File: src/rtl/rv32_dmem_pkg.sv
// rv32_dmem_pkg: shared encodings for the RV32I data-memory AHB-Lite master.
package rv32_dmem_pkg;
  typedef enum logic [2:0] {IDLE, ADDR, DATA, ERR, RESP} state_t;
  localparam logic [1:0] SZ_BYTE = 2'b00;
  localparam logic [1:0] SZ_HALF = 2'b01;
  localparam logic [1:0] SZ_WORD = 2'b10;
  localparam logic [1:0] HTRANS_IDLE = 2'b00;
  localparam logic [1:0] HTRANS_NONSEQ = 2'b10;
  localparam logic [2:0] HBURST_SINGLE = 3'b000;
endpackage

File: src/rtl/rv32_store_align.sv
// rv32_store_align: misalignment detect and store-data byte-lane replication.
module rv32_store_align
  import rv32_dmem_pkg::*;
(
  input  logic [1:0]  size,
  input  logic [1:0]  addr_lo,
  input  logic [31:0] wdata,
  output logic        misaligned,
  output logic [31:0] wdata_rep
);
  always_comb begin
    misaligned = (size == SZ_HALF) ? addr_lo[0] : (size == SZ_WORD) ? |addr_lo : (size != SZ_BYTE);
    wdata_rep = (size == SZ_BYTE) ? {4{wdata[7:0]}} : (size == SZ_HALF) ? {2{wdata[15:0]}} : wdata;
  end
endmodule

File: src/rtl/rv32_dmem_ahb_master.sv
// rv32_dmem_ahb_master: single-transfer AHB-Lite data master feeding the RV32I load unit.
module rv32_dmem_ahb_master
  import rv32_dmem_pkg::*;
#(
  parameter logic [3:0] HPROT_DATA = 4'b0011,
  parameter int WAIT_TIMEOUT = 255,
  parameter int TO_W = 8
) (
  input  logic        clk_in,
  input  logic        rst_in,
  input  logic        req_valid_in,
  input  logic        req_we_in,
  input  logic [31:0] req_addr_in,
  input  logic [31:0] req_wdata_in,
  input  logic [1:0]  req_size_in,
  output logic        stall_out,
  output logic        misaligned_out,
  output logic        rsp_valid_out,
  output logic [31:0] rsp_rdata_out,
  output logic [1:0]  rsp_addr_1to0_out,
  output logic        rsp_err_out,
  output logic [31:0] haddr_out,
  output logic [1:0]  htrans_out,
  output logic        hwrite_out,
  output logic [2:0]  hsize_out,
  output logic [2:0]  hburst_out,
  output logic [3:0]  hprot_out,
  output logic [31:0] hwdata_out,
  input  logic [31:0] hrdata_in,
  input  logic        hready_in,
  input  logic        hresp_in
);
  state_t state, state_nxt;
  logic [TO_W-1:0] wait_cnt;
  logic mis, timeout, err_nxt;
  logic [31:0] wdata_rep;
  rv32_store_align u_align (
    .size(req_size_in),
    .addr_lo(req_addr_in[1:0]),
    .wdata(req_wdata_in),
    .misaligned(mis),
    .wdata_rep(wdata_rep)
  );
  // fires on the cycle that would be the WAIT_TIMEOUT-th consecutive stalled cycle
  assign timeout = (WAIT_TIMEOUT != 0) && !hready_in && (wait_cnt == TO_W'(WAIT_TIMEOUT - 1));
  assign hburst_out = HBURST_SINGLE;
  assign hprot_out = HPROT_DATA;
  always_comb begin
    state_nxt = state;
    err_nxt = 1'b1;
    stall_out = ((state == IDLE) && req_valid_in && !mis) || (state == ADDR) || (state == DATA) || (state == ERR);
    misaligned_out = req_valid_in && (state == IDLE) && mis;
    htrans_out = (state == ADDR) ? HTRANS_NONSEQ : HTRANS_IDLE;
    rsp_valid_out = (state == RESP);
    case (state)
      IDLE: state_nxt = (req_valid_in && !mis) ? ADDR : IDLE;
      ADDR: state_nxt = hready_in ? DATA : timeout ? RESP : ADDR;
      DATA: begin
        state_nxt = hready_in ? RESP : hresp_in ? ERR : timeout ? RESP : DATA;
        err_nxt = hresp_in || !hready_in;
      end
      ERR: state_nxt = hready_in ? RESP : ERR;
      default: state_nxt = IDLE;
    endcase
  end
  always_ff @(posedge clk_in) begin
    if (rst_in) begin
      state <= IDLE;
      wait_cnt <= '0;
      haddr_out <= '0;
      hwrite_out <= 1'b0;
      hsize_out <= '0;
      hwdata_out <= '0;
      rsp_err_out <= 1'b0;
      rsp_rdata_out <= '0;
      rsp_addr_1to0_out <= '0;
    end else begin
      state <= state_nxt;
      wait_cnt <= (state_nxt != state) ? '0 : (((state == ADDR) || (state == DATA)) && !hready_in) ? wait_cnt + 1'b1 : wait_cnt;
      if (state == IDLE && state_nxt == ADDR) begin
        haddr_out <= req_addr_in;
        hwrite_out <= req_we_in;
        hsize_out <= {1'b0, req_size_in};
        hwdata_out <= req_we_in ? wdata_rep : '0;
        rsp_addr_1to0_out <= req_addr_in[1:0];
      end
      if (state_nxt == RESP && state != RESP) rsp_err_out <= err_nxt;
      if (state == DATA && hready_in && !hresp_in && !hwrite_out) rsp_rdata_out <= hrdata_in;
    end
  end
endmodule

File: config.mk
export PLATFORM = sky130hd
export DESIGN_NAME = rv32_dmem_ahb_master
export DESIGN_NICKNAME = d
export VERILOG_FILES = /design/src/rtl/rv32_dmem_pkg.sv /design/src/rtl/rv32_store_align.sv /design/src/rtl/rv32_dmem_ahb_master.sv
export SDC_FILE = /design/constraint.sdc
export NUM_CORES = 1
export LEC_CHECK = 0
export BUFFER_PORTS_ARGS = -buffer_cell sky130_fd_sc_hd__buf_2
export CAP_MARGIN = 20
export CORE_ASPECT_RATIO = 0.8
export CORE_UTILIZATION = 51
export CTS_CLUSTER_SIZE = 16
export DETAILED_ROUTE_END_ITERATION = 8
export PLACE_DENSITY = 0.9
export SYNTH_ARGS = -nofsm -noshare
export SYNTH_HDL_FRONTEND = slang
export SYNTH_HIERARCHICAL = 1
export SYNTH_SLANG_ARGS = --single-unit
File: constraint.sdc
create_clock -name clk_in -period 2.9 [get_ports clk_in]
set_clock_uncertainty 0.05 [all_clocks]
set_input_delay 0.145 -clock clk_in [delete_from_list [all_inputs] [get_ports clk_in]]
set_output_delay 0.145 -clock clk_in [all_outputs]
set_load 0.05 [all_outputs]
==> metrics <==
status=completed; Post-synth EDFFs=0; ys async rst share=0%; CP Depth=5; routed len/inst=15.95 um; num rows=31; Num CTS Buffers=9; gpl congestion=0.8041; largest fanout on the critical path=47; fmax=0.4489 GHz; worst path cell trace=nor4b_2 -> nor2b_4 -> buf_12 -> nand3_1 -> a21oi_1; crit path kind=reg -> reg; post-CTS sizing=0; Synth top area share=46.47%; vias in the first global route=4,668; synth warn=6; CTS HTree Levels=3; RSZ-0062 raised after global routing=false; drt first-iter violations=200; Clk Latency, worst-skew pair=0.36 ns; Total GRT Usage=28.96%; clock root cell=clkbuf_16; total die area=9770 um^2; mapped cell area=4782 um^2; die height=88.61 um; Buf/Inv on CP=1; CTS Sinks=111; register area share after synthesis=46.47%; total gr overflow=0; Worst VDD drop=0.0004037 V; top cells by area, synth=dfxtp_1, nand2_1, a21oi_1, buf_4, nand3_1; Final Max Tran Viols=0; drt pass-1 iters=5; Critical R2R Capture=hwdata_out[9]; via count=4,988; Worst EP arrival=2.46 ns; Via-to-Cell Ratio=5.352; CORE AREA=9076 um^2; share of cells above drive strength 1=31.99%; CP max stage delay=0.55 ns; Synth Instances=581; hpwl dp=9.053 mm; fin cells=932; Synth cell types=46; Chip Width=110.3 um; Fin. Hold Viols=0; Startpoint Class=flip-flop; Slowest cell on crit path=nor2b_4; hold path startpoint=hrdata_in[30]; first-pass GRT wire length=21.56 mm; dpl cells=853; Least-Margin Pin Slew=0.6612 ns; crit path capture type=flip-flop; max-cap viol count=0; CTS clock-pin slew for the worst setup and hold paths=0.08 ns; Starting Density=52.69%; final setup TNS=0 ns; Hold EP=rsp_rdata_out[30]; delay-heaviest family, CP=simple AND/OR/NAND/NOR gates; # nets final=917; PwrDens=533.2 nW/um^2; pin count of the biggest net entering global routing=65; I/O Pins=219; PortBufs=209; CTS tree=done; Mean Syn Cell Area=8.231 um^2; Post-route DRC=0; max_slew headroom=55.92%; cell taking the most area after synthesis=dfxtp_1; total of flip-flops plus latches after synthesis=111; clock buffer depth=2; reg2reg setup slack=0.67 ns; fin crit share=76.81%; hold depth=3; min-delay worst type=in -> reg; post-route minimum period=2.228 ns; post-route ant nets=0; Leakage=0.002938 uW; final setup fails=0; ys flop type=dfxtp_1; R2R Path Start=state[2]; WP data required=3.13 ns; r2r worst-path depth=5; initial antenna violation count=0; Post-Route WL=14.87 mm; Layout area overhead=37.60%
[logic make-up (layout without fill, tap and decap cells)]
logic type | after synthesis | after routing | synth area share, %
XOR/XNOR | 6 | 6 | 1.256
AND/OR/NAND/NOR | 247 | 247 | 22.87
AO/OA/AOI/OAI | 121 | 121 | 13.79
flip-flops | 111 | 111 | 46.47
adder cells (fa/ha/maj) | 2 | 2 | 0.5232
buffers and inverters | 68 | 296 | 8.713
multiplexers | 24 | 24 | 6.227
other | 2 | 10 | 0.1570
[worst min-delay path, delay by kind of cell]
kind,cells,cell delay [ns]
AND/OR/NAND/NOR,1,0.05
buffers and inverters,1,0.10
AO/OA/AOI/OAI,1,0.07
[per-layer routing]
metal	wire [um]	GRT usage, %	part of all wire (%)
met5	0	0	0
met4	649	17.82	4.4
met3	1140	8.763	7.7
met2	7592	49.92	51
met1	5485	31.39	37
[cell usage in the layout (no fill, tap or decap), types with 3 or more instances in the layout]
cell,n
a21oi_1,101
buf_2,208
buf_4,6
clkbuf_16,9
conb_1,9
dfxtp_1,111
dlygate4sd3_1,62
inv_6,3
inv_8,3
mux2_2,6
mux2_4,10
mux2i_1,8
nand2_1,178
nand3_1,34
nor2_1,11
o21ai_0,11
xor2_1,4
[metrics by stage]
stage / total power, uW / util [%] / worst slack [ns] / hold WS [ns] / area (um^2)
2_1_floorplan: 2081 / - / 0.7711 / 0.2310 / 4808
3_3_place_gp: 2210 / 62.39 / 0.8387 / 0.3347 / 5663
3_5_place_dp: 2226 / 62.39 / 0.6828 / 0.3447 / 5663
4_1_cts: 3504 / 72.47 / 0.6549 / 0.005530 / 6578
5_1_grt: 3623 / 72.47 / 0.5025 / 0.001171 / 6578
6_report: 3509 / 72.50 / 0.6725 / 0.004583 / 6580
[timing repair]
| item | in CTS | in global routing |
|---|---|---|
| setup endpoints to repair | 0 | 0 |
| hold buffers | 62 | 0 |
| buffers inserted | 0 | 0 |
| endpoints found under the hold margin | 62 | 0 |
[final cells by class]
| cell class | instances | area (um^2) |
|---|---|---|
| clock inverters | 7 | 68.82 |
| fillers | 646 | 2496 |
| repair buffers | 277 | 1727 |
| diodes | 1 | 2.502 |
| flip-flops and latches | 111 | 2222 |
| inverters | 3 | 11.26 |
| well taps | 115 | 143.9 |
| clock buffers | 9 | 225.2 |
| multi-input cells | 409 | 2180 |
[registers in the layout, summed over array words and instances, names as in the netlist]
name and cells:
rsp_rdata_out 32, hsize_out 2, haddr_out 31, hwrite_out 1
state 3, hwdata_out 32, rsp_err_out 1, wait_cnt 8
rsp_addr_1to0_out 1
[how the worst max path moves through the flow]
stage | start | to
floorplan | req_size_in[1] | stall_out
global placement | state[2] | hwdata_out[6]
detailed placement | state[2] | hwdata_out[9]
CTS | state[2] | hwdata_out[9]
global route | state[2] | hwdata_out[23]
finish | state[2] | hwdata_out[9]
[where the power goes]
group / switching, uW / leakage, uW / internal (uW) / total, uW
logic: 437 / 0.00189 / 229 / 666
clock network: 626 / 0.000147 / 613 / 1240
registers: 32.1 / 0.000900 / 1570 / 1600
total: 1100 / 0.00294 / 2410 / 3510
[synthesized netlist by cell type, drive strengths merged, types with 2 or more instances]
cell type	number
nor3	2
nand3	35
buf	39
or3	2
nor2	12
and2	2
nor4b	4
a21oi	101
a211oi	3
xor2	4
clkbuf	26
mux2i	8
nand2	178
inv	3
nand4	2
xnor2	2
o21ai	11
nand3b	2
nor3b	2
dfxtp	111
ha	2
conb	2
mux2	16
No activity file was read; power rests on OpenSTA's default activity.
